File: config.mk
export PLATFORM = sky130hd
export DESIGN_NAME = elevator_ctrl
export DESIGN_NICKNAME = d
export VERILOG_FILES = /design/src/rtl/elev_pkg.sv /design/src/rtl/tick_gen.sv /design/src/rtl/elevator_ctrl.sv
export SDC_FILE = /design/constraint.sdc
export NUM_CORES = 1
export LEC_CHECK = 0
export CELL_PAD_IN_SITES_DETAIL_PLACEMENT = 1
export CELL_PAD_IN_SITES_GLOBAL_PLACEMENT = 1
export CORE_AREA = 3 3 59 116
export DETAILED_ROUTE_END_ITERATION = 10
export DIE_AREA = 0 0 62 119
export DONT_BUFFER_PORTS = 1
export PLACE_DENSITY_LB_ADDON = 0.1
export RECOVER_POWER = 50
export SYNTH_ARGS = -nofsm -noshare
export SYNTH_HDL_FRONTEND = slang
export SYNTH_SLANG_ARGS = --single-unit
File: constraint.sdc
create_clock -name clkin -period 4.08 [get_ports clkin]
set_clock_uncertainty 0.1 [all_clocks]
set_input_delay 0.816 -clock clkin [delete_from_list [all_inputs] [get_ports clkin]]
set_output_delay 0.816 -clock clkin [all_outputs]
set_load 0.005 [all_outputs]
File: src/rtl/elev_pkg.sv
// elev_pkg: shared FSM encodings, status codes, direction codes and the
// SCAN dispatch helper used by elevator_ctrl.
package elev_pkg;

    localparam int NUM_FLOORS = 4;
    localparam int FLOOR_W    = 2;
    localparam int CNT_W      = 5;

    typedef enum logic [1:0] {
        ST_IDLE = 2'd0,
        ST_MOVE = 2'd1,
        ST_DOOR = 2'd2
    } state_e;

    localparam logic [1:0] STA_IDLE = 2'd0;
    localparam logic [1:0] STA_UP   = 2'd1;
    localparam logic [1:0] STA_DOWN = 2'd2;
    localparam logic [1:0] STA_DOOR = 2'd3;

    localparam logic DIR_UP   = 1'b0;
    localparam logic DIR_DOWN = 1'b1;

    // Outcome of a scheduling decision taken at a floor.
    typedef struct packed {
        state_e state;
        logic   dir;
        logic   serve;
    } dispatch_t;

    function automatic logic calls_above(input logic [NUM_FLOORS-1:0] calls,
                                         input logic [FLOOR_W-1:0]    fl);
        logic hit;
        hit = 1'b0;
        for (int i = 0; i < NUM_FLOORS; i++) begin
            if ((i > int'(fl)) && calls[i]) hit = 1'b1;
        end
        return hit;
    endfunction

    function automatic logic calls_below(input logic [NUM_FLOORS-1:0] calls,
                                         input logic [FLOOR_W-1:0]    fl);
        logic hit;
        hit = 1'b0;
        for (int i = 0; i < NUM_FLOORS; i++) begin
            if ((i < int'(fl)) && calls[i]) hit = 1'b1;
        end
        return hit;
    endfunction

    // Serve the current floor first; otherwise keep travelling the same way
    // while calls remain ahead, reverse only when calls lie behind, else rest.
    // A move is only ever chosen toward a floor that holds a call, so the
    // cab can never be sent beyond the end floors.
    function automatic dispatch_t dispatch(input logic [NUM_FLOORS-1:0] calls,
                                           input logic [FLOOR_W-1:0]    fl,
                                           input logic                  dir);
        dispatch_t d;
        logic      up_hit;
        logic      dn_hit;
        up_hit  = calls_above(calls, fl);
        dn_hit  = calls_below(calls, fl);
        d.state = ST_IDLE;
        d.dir   = dir;
        d.serve = 1'b0;
        if (calls[fl]) begin
            d.state = ST_DOOR;
            d.serve = 1'b1;
        end else if ((dir == DIR_UP) && up_hit) begin
            d.state = ST_MOVE;
            d.dir   = DIR_UP;
        end else if ((dir == DIR_DOWN) && dn_hit) begin
            d.state = ST_MOVE;
            d.dir   = DIR_DOWN;
        end else if (up_hit) begin
            d.state = ST_MOVE;
            d.dir   = DIR_UP;
        end else if (dn_hit) begin
            d.state = ST_MOVE;
            d.dir   = DIR_DOWN;
        end
        return d;
    endfunction

endpackage

File: src/rtl/tick_gen.sv
// tick_gen: free-running prescaler producing a one-cycle tick every
// TICK_CYCLES clocks. restart_i zeroes the count so a new phase gets a full
// first second; hold_i freezes the count and suppresses the tick.
module tick_gen
    import elev_pkg::*;
#(
    parameter int TICK_CYCLES = 50000000
) (
    input  logic clkin,
    input  logic rst,
    input  logic restart_i,
    input  logic hold_i,
    output logic tick_o
);

    localparam int            CW   = (TICK_CYCLES > 1) ? $clog2(TICK_CYCLES) : 1;
    localparam logic [CW-1:0] LAST = CW'(TICK_CYCLES - 1);

    logic [CW-1:0] count_q;
    logic [CW-1:0] count_d;

    assign tick_o = (count_q == LAST) && !hold_i;

    // Next count: restart wins, hold freezes, otherwise wrap at LAST.
    always_comb begin
        count_d = count_q;
        if (restart_i) begin
            count_d = '0;
        end else if (!hold_i) begin
            if (count_q == LAST) count_d = '0;
            else                 count_d = count_q + CW'(1);
        end
    end

    // Prescaler register.
    always_ff @(posedge clkin or posedge rst) begin
        if (rst) count_q <= '0;
        else     count_q <= count_d;
    end

endmodule

File: src/rtl/elevator_ctrl.sv
// elevator_ctrl: four-floor elevator controller with SCAN scheduling.
// Call buttons are synchronised and edge-detected into a pending-call
// register; an IDLE/MOVE/DOOR FSM times each phase in seconds from tick_gen.
// Optional feature: define ELEV_ESTOP_EN to add an emergency-stop input that
// freezes the FSM, the phase counter and the prescaler while asserted.
module elevator_ctrl
    import elev_pkg::*;
#(
    parameter int TICK_CYCLES = 50000000,
    parameter int MOVE_S      = 3,
    parameter int DOOR_S      = 5
) (
    input  logic                  clkin,
    input  logic                  rst,
    input  logic [NUM_FLOORS-1:0] req,
    output logic [FLOOR_W-1:0]    floor,
    output logic [1:0]            sta,
    output logic [CNT_W-1:0]      cnt,
    output logic [NUM_FLOORS-1:0] pend
`ifdef ELEV_ESTOP_EN
    ,
    input  logic                  estop
`endif
);

    localparam logic [CNT_W-1:0]      MOVE_CNT  = CNT_W'(MOVE_S);
    localparam logic [CNT_W-1:0]      DOOR_CNT  = CNT_W'(DOOR_S);
    localparam logic [FLOOR_W-1:0]    TOP_FLOOR = FLOOR_W'(NUM_FLOORS - 1);
    localparam logic [NUM_FLOORS-1:0] ONE_HOT0  = NUM_FLOORS'(1);

    logic [NUM_FLOORS-1:0] req_s1_q, req_s2_q, req_s3_q;
    logic [NUM_FLOORS-1:0] call_edge;
    logic [NUM_FLOORS-1:0] call_accept;
    logic [NUM_FLOORS-1:0] serve_mask;
    logic [NUM_FLOORS-1:0] pend_q, pend_d;
    state_e                state_q, state_d;
    logic                  dir_q, dir_d;
    logic [FLOOR_W-1:0]    floor_q, floor_d;
    logic [FLOOR_W-1:0]    arrive_floor;
    logic [CNT_W-1:0]      cnt_q, cnt_d;
    logic [1:0]            sta_q, sta_d;
    logic                  tick;
    logic                  restart;
    logic                  frozen;
    logic                  door_call;
    logic                  apply;
    dispatch_t             disp_here;
    dispatch_t             disp_arrive;
    dispatch_t             disp_sel;

    // Two-flop synchroniser plus one delay stage for rising-edge detection.
    always_ff @(posedge clkin or posedge rst) begin
        if (rst) begin
            req_s1_q <= '0;
            req_s2_q <= '0;
            req_s3_q <= '0;
        end else begin
            req_s1_q <= req;
            req_s2_q <= req_s1_q;
            req_s3_q <= req_s2_q;
        end
    end

    // A held button produces one edge only. A call for the floor whose doors
    // are open is not latched; it extends the door time instead.
    for (genvar gi = 0; gi < NUM_FLOORS; gi++) begin : g_call
        assign call_edge[gi]   = req_s2_q[gi] & ~req_s3_q[gi];
        assign call_accept[gi] = call_edge[gi] &
                                 ~((state_q == ST_DOOR) && (floor_q == FLOOR_W'(gi)));
    end

    assign door_call = (state_q == ST_DOOR) && call_edge[floor_q];

`ifdef ELEV_ESTOP_EN
    logic estop_s1_q, estop_s2_q;

    // Emergency-stop synchroniser; its output freezes the controller.
    always_ff @(posedge clkin or posedge rst) begin
        if (rst) begin
            estop_s1_q <= 1'b0;
            estop_s2_q <= 1'b0;
        end else begin
            estop_s1_q <= estop;
            estop_s2_q <= estop_s1_q;
        end
    end

    assign frozen = estop_s2_q;
`else
    assign frozen = 1'b0;
`endif

    tick_gen #(
        .TICK_CYCLES(TICK_CYCLES)
    ) u_tick_gen (
        .clkin    (clkin),
        .rst      (rst),
        .restart_i(restart),
        .hold_i   (frozen),
        .tick_o   (tick)
    );

    // Floor reached at the end of a move, clamped to the building.
    always_comb begin
        arrive_floor = floor_q;
        if ((dir_q == DIR_UP) && (floor_q != TOP_FLOOR))
            arrive_floor = floor_q + FLOOR_W'(1);
        else if ((dir_q == DIR_DOWN) && (floor_q != '0))
            arrive_floor = floor_q - FLOOR_W'(1);
    end

    assign disp_here   = dispatch(pend_q, floor_q, dir_q);
    assign disp_arrive = dispatch(pend_q, arrive_floor, dir_q);

    // FSM next state: count down the phase, then dispatch from the floor.
    always_comb begin
        state_d    = state_q;
        dir_d      = dir_q;
        floor_d    = floor_q;
        cnt_d      = cnt_q;
        restart    = 1'b0;
        serve_mask = '0;
        apply      = 1'b0;
        disp_sel   = disp_here;
        if (!frozen) begin
            case (state_q)
                ST_IDLE: begin
                    cnt_d = '0;
                    apply = 1'b1;
                end
                ST_MOVE: begin
                    if (tick) begin
                        if (cnt_q > CNT_W'(1)) begin
                            cnt_d = cnt_q - CNT_W'(1);
                        end else begin
                            floor_d  = arrive_floor;
                            disp_sel = disp_arrive;
                            apply    = 1'b1;
                        end
                    end
                end
                ST_DOOR: begin
                    if (door_call) begin
                        cnt_d   = DOOR_CNT;
                        restart = 1'b1;
                    end else if (tick) begin
                        if (cnt_q > CNT_W'(1)) cnt_d = cnt_q - CNT_W'(1);
                        else                   apply = 1'b1;
                    end
                end
                default: begin
                    state_d = ST_IDLE;
                    cnt_d   = '0;
                end
            endcase
            if (apply) begin
                state_d = disp_sel.state;
                dir_d   = disp_sel.dir;
                case (disp_sel.state)
                    ST_MOVE: cnt_d = MOVE_CNT;
                    ST_DOOR: cnt_d = DOOR_CNT;
                    default: cnt_d = '0;
                endcase
                restart = (disp_sel.state != ST_IDLE);
                if (disp_sel.serve) serve_mask = ONE_HOT0 << floor_d;
            end
        end
    end

    // A new edge and a clear of the same bit together leave it served.
    assign pend_d = (pend_q | call_accept) & ~serve_mask;

    // Status code follows the next state so it is registered with it.
    always_comb begin
        case (state_d)
            ST_MOVE: sta_d = (dir_d == DIR_UP) ? STA_UP : STA_DOWN;
            ST_DOOR: sta_d = STA_DOOR;
            default: sta_d = STA_IDLE;
        endcase
    end

    // FSM, position, phase counter, status and pending-call registers.
    always_ff @(posedge clkin or posedge rst) begin
        if (rst) begin
            state_q <= ST_IDLE;
            dir_q   <= DIR_UP;
            floor_q <= '0;
            cnt_q   <= '0;
            sta_q   <= STA_IDLE;
            pend_q  <= '0;
        end else begin
            state_q <= state_d;
            dir_q   <= dir_d;
            floor_q <= floor_d;
            cnt_q   <= cnt_d;
            sta_q   <= sta_d;
            pend_q  <= pend_d;
        end
    end

    assign floor = floor_q;
    assign sta   = sta_q;
    assign cnt   = cnt_q;
    assign pend  = pend_q;

endmodule
### Yosys cells after proc, flatten, opt, wreduce, memory -nomap -nowiden

Cells that the tools add are included.

* bits in registers: 54
* latch bits: 0
* memory bits (writable): 0
* ROM bits: 0
* output and inout bits: 13
* memories kept: 0

* $add $sub $neg: 4
* $mul: 0
* div/mod/pow operators: 0
* $lt $le $gt $ge: 15
* equality and inequality tests: 11
* shift operators: 1
* mux-type cells: 62
* bitwise gates (word level): 20
* reductions and logical operators: 28

Operator list (number)
* 26-bit 2-to-1 mux: 2
* 2-bit 2-to-1 mux: 15
* 26-bit by 1-bit adder with 26-bit output, second input constant: 1
* 26-bit == test, second input constant: 1
* 1-bit 2-to-1 mux: 26
* 1-bit logical AND: 23
* 4-bit 2-to-1 mux: 5
* 5-bit 2-to-1 mux: 4
* 2-bit == test, second input constant: 5
* 5-bit one-hot mux with 2 select lines: 1
* 3-bit 2-to-1 mux: 3
* 1-bit inverter: 9
* 1-bit bitwise AND: 8
* 2-bit by 1-bit == test with 1-bit output, second input constant: 4
* 2-bit greater-than comparator, first input constant: 4
* 1-bit by 2-bit less-than comparator with 1-bit output, first input constant: 4
* 1-bit binary-select mux with 2-bit select: 3
* 2-bit by 3-bit less-than comparator with 1-bit output, second input constant: 2
* 3-bit one-hot mux with 2 select lines: 1
* 5-bit by 1-bit greater-than comparator with 1-bit output, second input constant: 1
* 5-bit by 1-bit subtractor with 5-bit output, second input constant: 1
* 4-bit bitwise AND: 1
* 1-bit by 2-bit greater-than comparator with 1-bit output, first input constant: 2
* 2-bit zero test: 2
* other kinds (11): 13

### Depth between registers and ports, before layout

* depth in word-level cells: 21
* depth in mapped cells: 14

### By module

Synthesis repeated with hierarchy kept, for this count alone.

* cells, all modules: 346
* area total of the unflattened synthesis: 3400.8 µm²

Modules (own cells, without submodules)
* elevator_ctrl: instances 1, cells each 178, area each 1786.7 µm²
* tick_gen: instances 1, cells each 168, area each 1614.0 µm²

### Worst setup path after synthesis

Ideal clock, no wire load.

* path kind: reg2reg
* start point: reg floor_q[0] (netlist: floor[0])
* end point: reg u_tick_gen.count_q[17]
* library setup time: 0.121 ns
* arrival: 3.141 ns
* data required time: 3.859 ns
* setup slack: 0.718 ns
* cell stages (with the launch flop): 13
* path buffers: 2
* period minus slack after synthesis: 3.362 ns
* cell sequence: dfrtp_1 -> inv_2 -> ha_1 -> a21oi_1 -> mux4_2 -> o31ai_1 -> inv_1 -> ha_1 -> a21oi_1 -> or2_2 -> clkbuf_1 -> buf_2 -> nor2_1

* longest elaborated chain between the ends: 20

Ends and longest elaborated chain
* from (decl): line elevator_ctrl.sv:38 `logic [FLOOR_W-1:0] floor_q, floor_d;`
* from (signal assigned): line elevator_ctrl.sv:194 `floor_q <= floor_d;`
* parallel branches: the longest is 18 deep, another holds 2-bit by 1-bit subtractor with 2-bit output
* 1-bit 2-to-1 mux *: line elevator_ctrl.sv:156 `if (apply) begin`
* 26-bit 2-to-1 mux *: line tick_gen.sv:27 `if (restart_i) begin`
* via u_tick_gen.count_d[17]: line tick_gen.sv:20 `logic [CW-1:0] count_d;`
* to (signal assigned): line tick_gen.sv:38 `else count_q <= count_d;`
* to (decl): line tick_gen.sv:19 `logic [CW-1:0] count_q;`

Mark *: on every way through the listed nets, which the timed path passes. The select of a mux whose other input is x is not followed.

### Worst setup path in the final report

* start point: reg floor_q[1] (netlist: floor[1])
* end point: reg u_tick_gen.count_q[5]

The elaborated chain is that of the path after synthesis.

==> results.md <==
- Status: finished with violations
- Failing checks: capacitance limit, slew limit
- Pwr/cell area: 518 mW/mm2
- Cell taking the most area after synthesis: dfrtp_1
- Share of cells above drive strength 1: 0.0831
- CP required: 4.14 ns
- CTS resizes: 0
- Sequential cell area: 0.00135 mm2
- Final Hold Fails: 0
- Root Buffer: clkbuf_16
- First-pass GRT wire length: 11.0 mm
- Row cnt: 40
- Clk Latency, worst-skew pair: 0.29 ns
- Routed wire length: 6.52 mm
- Met3 usage: 0.0239
- Nets: 336
- # diodes: 0
- Sequential element share of the synthesized area: 0.451
- Initial antenna violation count: 0
- Leakage power: 1.47 nW
- Post-synth ARST share: 1.00
- Drt initial violations: 92
- Post-synth top cells: dfrtp_1 (54), nor2_1 (43), nand2_1 (28)
- Post-DP Area: 0.00310 mm2
- Max_cap viols: 1
- Core ar.: 0.00606 mm2
- Grt met2 use: 0.364
- Placement Setup Slack: 0.457 ns
- Worst-path cell chain: inv_1 > ha_1 > a21oi_1 > buf_4 > mux4_2 > o31ai_1 > inv_1 > ha_1 > a21oi_1 > or2_2 > nor2_1
- Clock-pin slew on the worst setup and hold paths: 0.07 ns
- Final Setup Violations: 0
- Setup Total Neg Slack: 0 ns
- Initial core utilization: 0.495
- Crit share post-route: 0.884
- Largest delay contributor family on the critical path: compound AO/OA/AOI/OAI gates
- Synthesized instance count: 308
- Post-CTS setup buffers: 0
- Via count: 2218
- Critical path class: reg2reg
- Startpoint types: flop
- CTS tree: yes
- Drt drc: 0
- Post-layout min period: 3.61 ns
- Port Buffer Count: 0
- Drt first pass iters: 4
- Max Transition Viols Final: 33
- Multi-input gate area: 0.00153 mm2
- Fin area: 0.00325 mm2
- Num Clock Sinks: 54
- Clock buffer count from CTS: 5
- Post-synth top area share: 0.451
- Top cells by area, synth: dfrtp_1 (45%), ha_1 (7.5%), nor2_1 (5.4%)
- Num ports: 19
- Per-cell routed wire length: 16.4 um
- Max Freq: 0.277 GHz
- YS warnings: 0
- Net Count, Synth: 332
- Distinct cells, synth: 49
- CP Max Fanout: 25
- Vias/cell: 5.59
- Tot GR Track Use: 0.195
- H-tree Lvls: 2
- Top_reg_cell synth: dfrtp_1
- Endpoint class of the critical path: flop
- Die Span X: 62 um
- Die ar.: 0.00738 mm2
- RSZ-0062 raised after global routing: no
- Average instance area after synthesis: 9.73 um2
- #FFs+latches synth: 54
- Clock tree buffer depth: 2
- HP Class: reg2reg
- Post-route ant nets: 0
- Number of global-route vias before repair: 2370
- Number of synthesized flops with an enable pin: 0
- GRT Max-Usage Layer: met2
- HPWL Detailed: 4.98 mm
- Final setup margin: 0.473 ns
- Crit path max-delay cell type: dfrtp_1
- Slew @ Worst Pin: 1.73 ns
- Largest net degree at the start of global routing: 33
- Worst slew margin: -0.150
- Synthesized area: 0.00300 mm2
- Die Height: 119 um
- WP data arrival: 3.67 ns
- Fillers: 684
- Grt met1 use: 0.206
- Total grt overflow: 0
- Layout area overhead: 8.43%
- Peak supply drop: 0.000287 V
- Crit path buf inv count: 3
- Most frequent cell after synthesis: dfrtp_1
- CTS hold repair buffers: 0
- Placer congestion estimate: 0.828
- Worst path max stage delay: 0.56 ns
-- power by group --
group | leakage, nW | internal [mW] | switching (mW)
Combinational | 0.694 | 0.216 | 0.372
Clock | 0.0752 | 0.234 | 0.203
Sequential | 0.699 | 0.591 | 0.0659
Total | 1.47 | 1.04 | 0.641
-- path summary, 6_finish.rpt --
check,slack [ns],endpoint,depth (start not counted),startpoint
max in group asynchronous,1.34,sta[0],2,rst
setup reg to reg,0.47,u_tick_gen.count_q[5],11,floor[1]
min in group asynchronous,0.46,req_s1_q[0],1,rst
hold / removal,0.25,req_s2_q[2],0,req_s1_q[2]
hold reg to reg,0.25,req_s2_q[2],0,req_s1_q[2]
setup / recovery,0.47,u_tick_gen.count_q[5],11,floor[1]
-- metrics by stage --
stage	cells	util	power, mW	hold WS [ns]
floorplan	308	-	1.11	0.231
global placement	389	0.512	1.25	0.233
detailed placement	389	0.512	1.27	0.238
CTS	397	0.537	1.72	0.255
global route	397	0.537	1.81	0.262
finish	397	0.537	1.68	0.253
-- logic make-up after synthesis --
family / share of synthesized area
fa+ha+maj: 0.0752
flops: 0.451
simple gates: 0.217
buf+inv: 0.0376
mux: 0.0397
xor+xnor: 0.0789
compound gates: 0.101
-- placed cells by master, fill, tap and decap left out, types with 2 or more instances in the layout --
master / count
xor2_1: 18
and3_1: 9
mux2i_1: 4
dfrtp_1: 54
and2_1: 3
buf_4: 5
inv_1: 17
nand3_1: 12
ha_1: 18
a21o_1: 2
and4_1: 4
xnor2_1: 9
nor2_1: 43
o21ai_0: 4
a31oi_1: 4
o211ai_1: 2
o31ai_1: 3
nor4_1: 2
a211oi_1: 3
o221a_2: 2
clkbuf_16: 5
nand2_1: 28
mux4_2: 3
inv_6: 3
o21a_1: 3
a21oi_1: 14
nand4_1: 3
nand2b_1: 4
nor2b_1: 4
nor3_1: 9
-- layer usage --
| metal | part of all wire | vias to the layer above | wire length (um) |
|---|---|---|---|
| li1 | - | 1070 | - |
| met1 | 0.38 | 1124 | 2460 |
| met2 | 0.59 | 14 | 3820 |
| met3 | 0.015 | 10 | 95 |
| met4 | 0.021 | 0 | 138 |
| met5 | 0 | - | 0 |
-- layout make-up --
cell class                 count  share of cell area
clock inverter                 3             0.00809
sequential                    54               0.416
multi-input combinational    227               0.472
clock buffer                   5              0.0385
tap                           84              0.0323
inverter                      18              0.0208
timing repair buffer           6              0.0127
-- flip-flops by register name, summed over array words and instances, names as in the netlist --
signal              flops
sta                     2
req_s1_q                4
pend                    4
dir_q                   1
u_tick_gen.count_q     26
state_q                 2
req_s3_q                4
cnt                     5
floor                   2
req_s2_q                4
No activity file was read; power rests on OpenSTA's default activity.
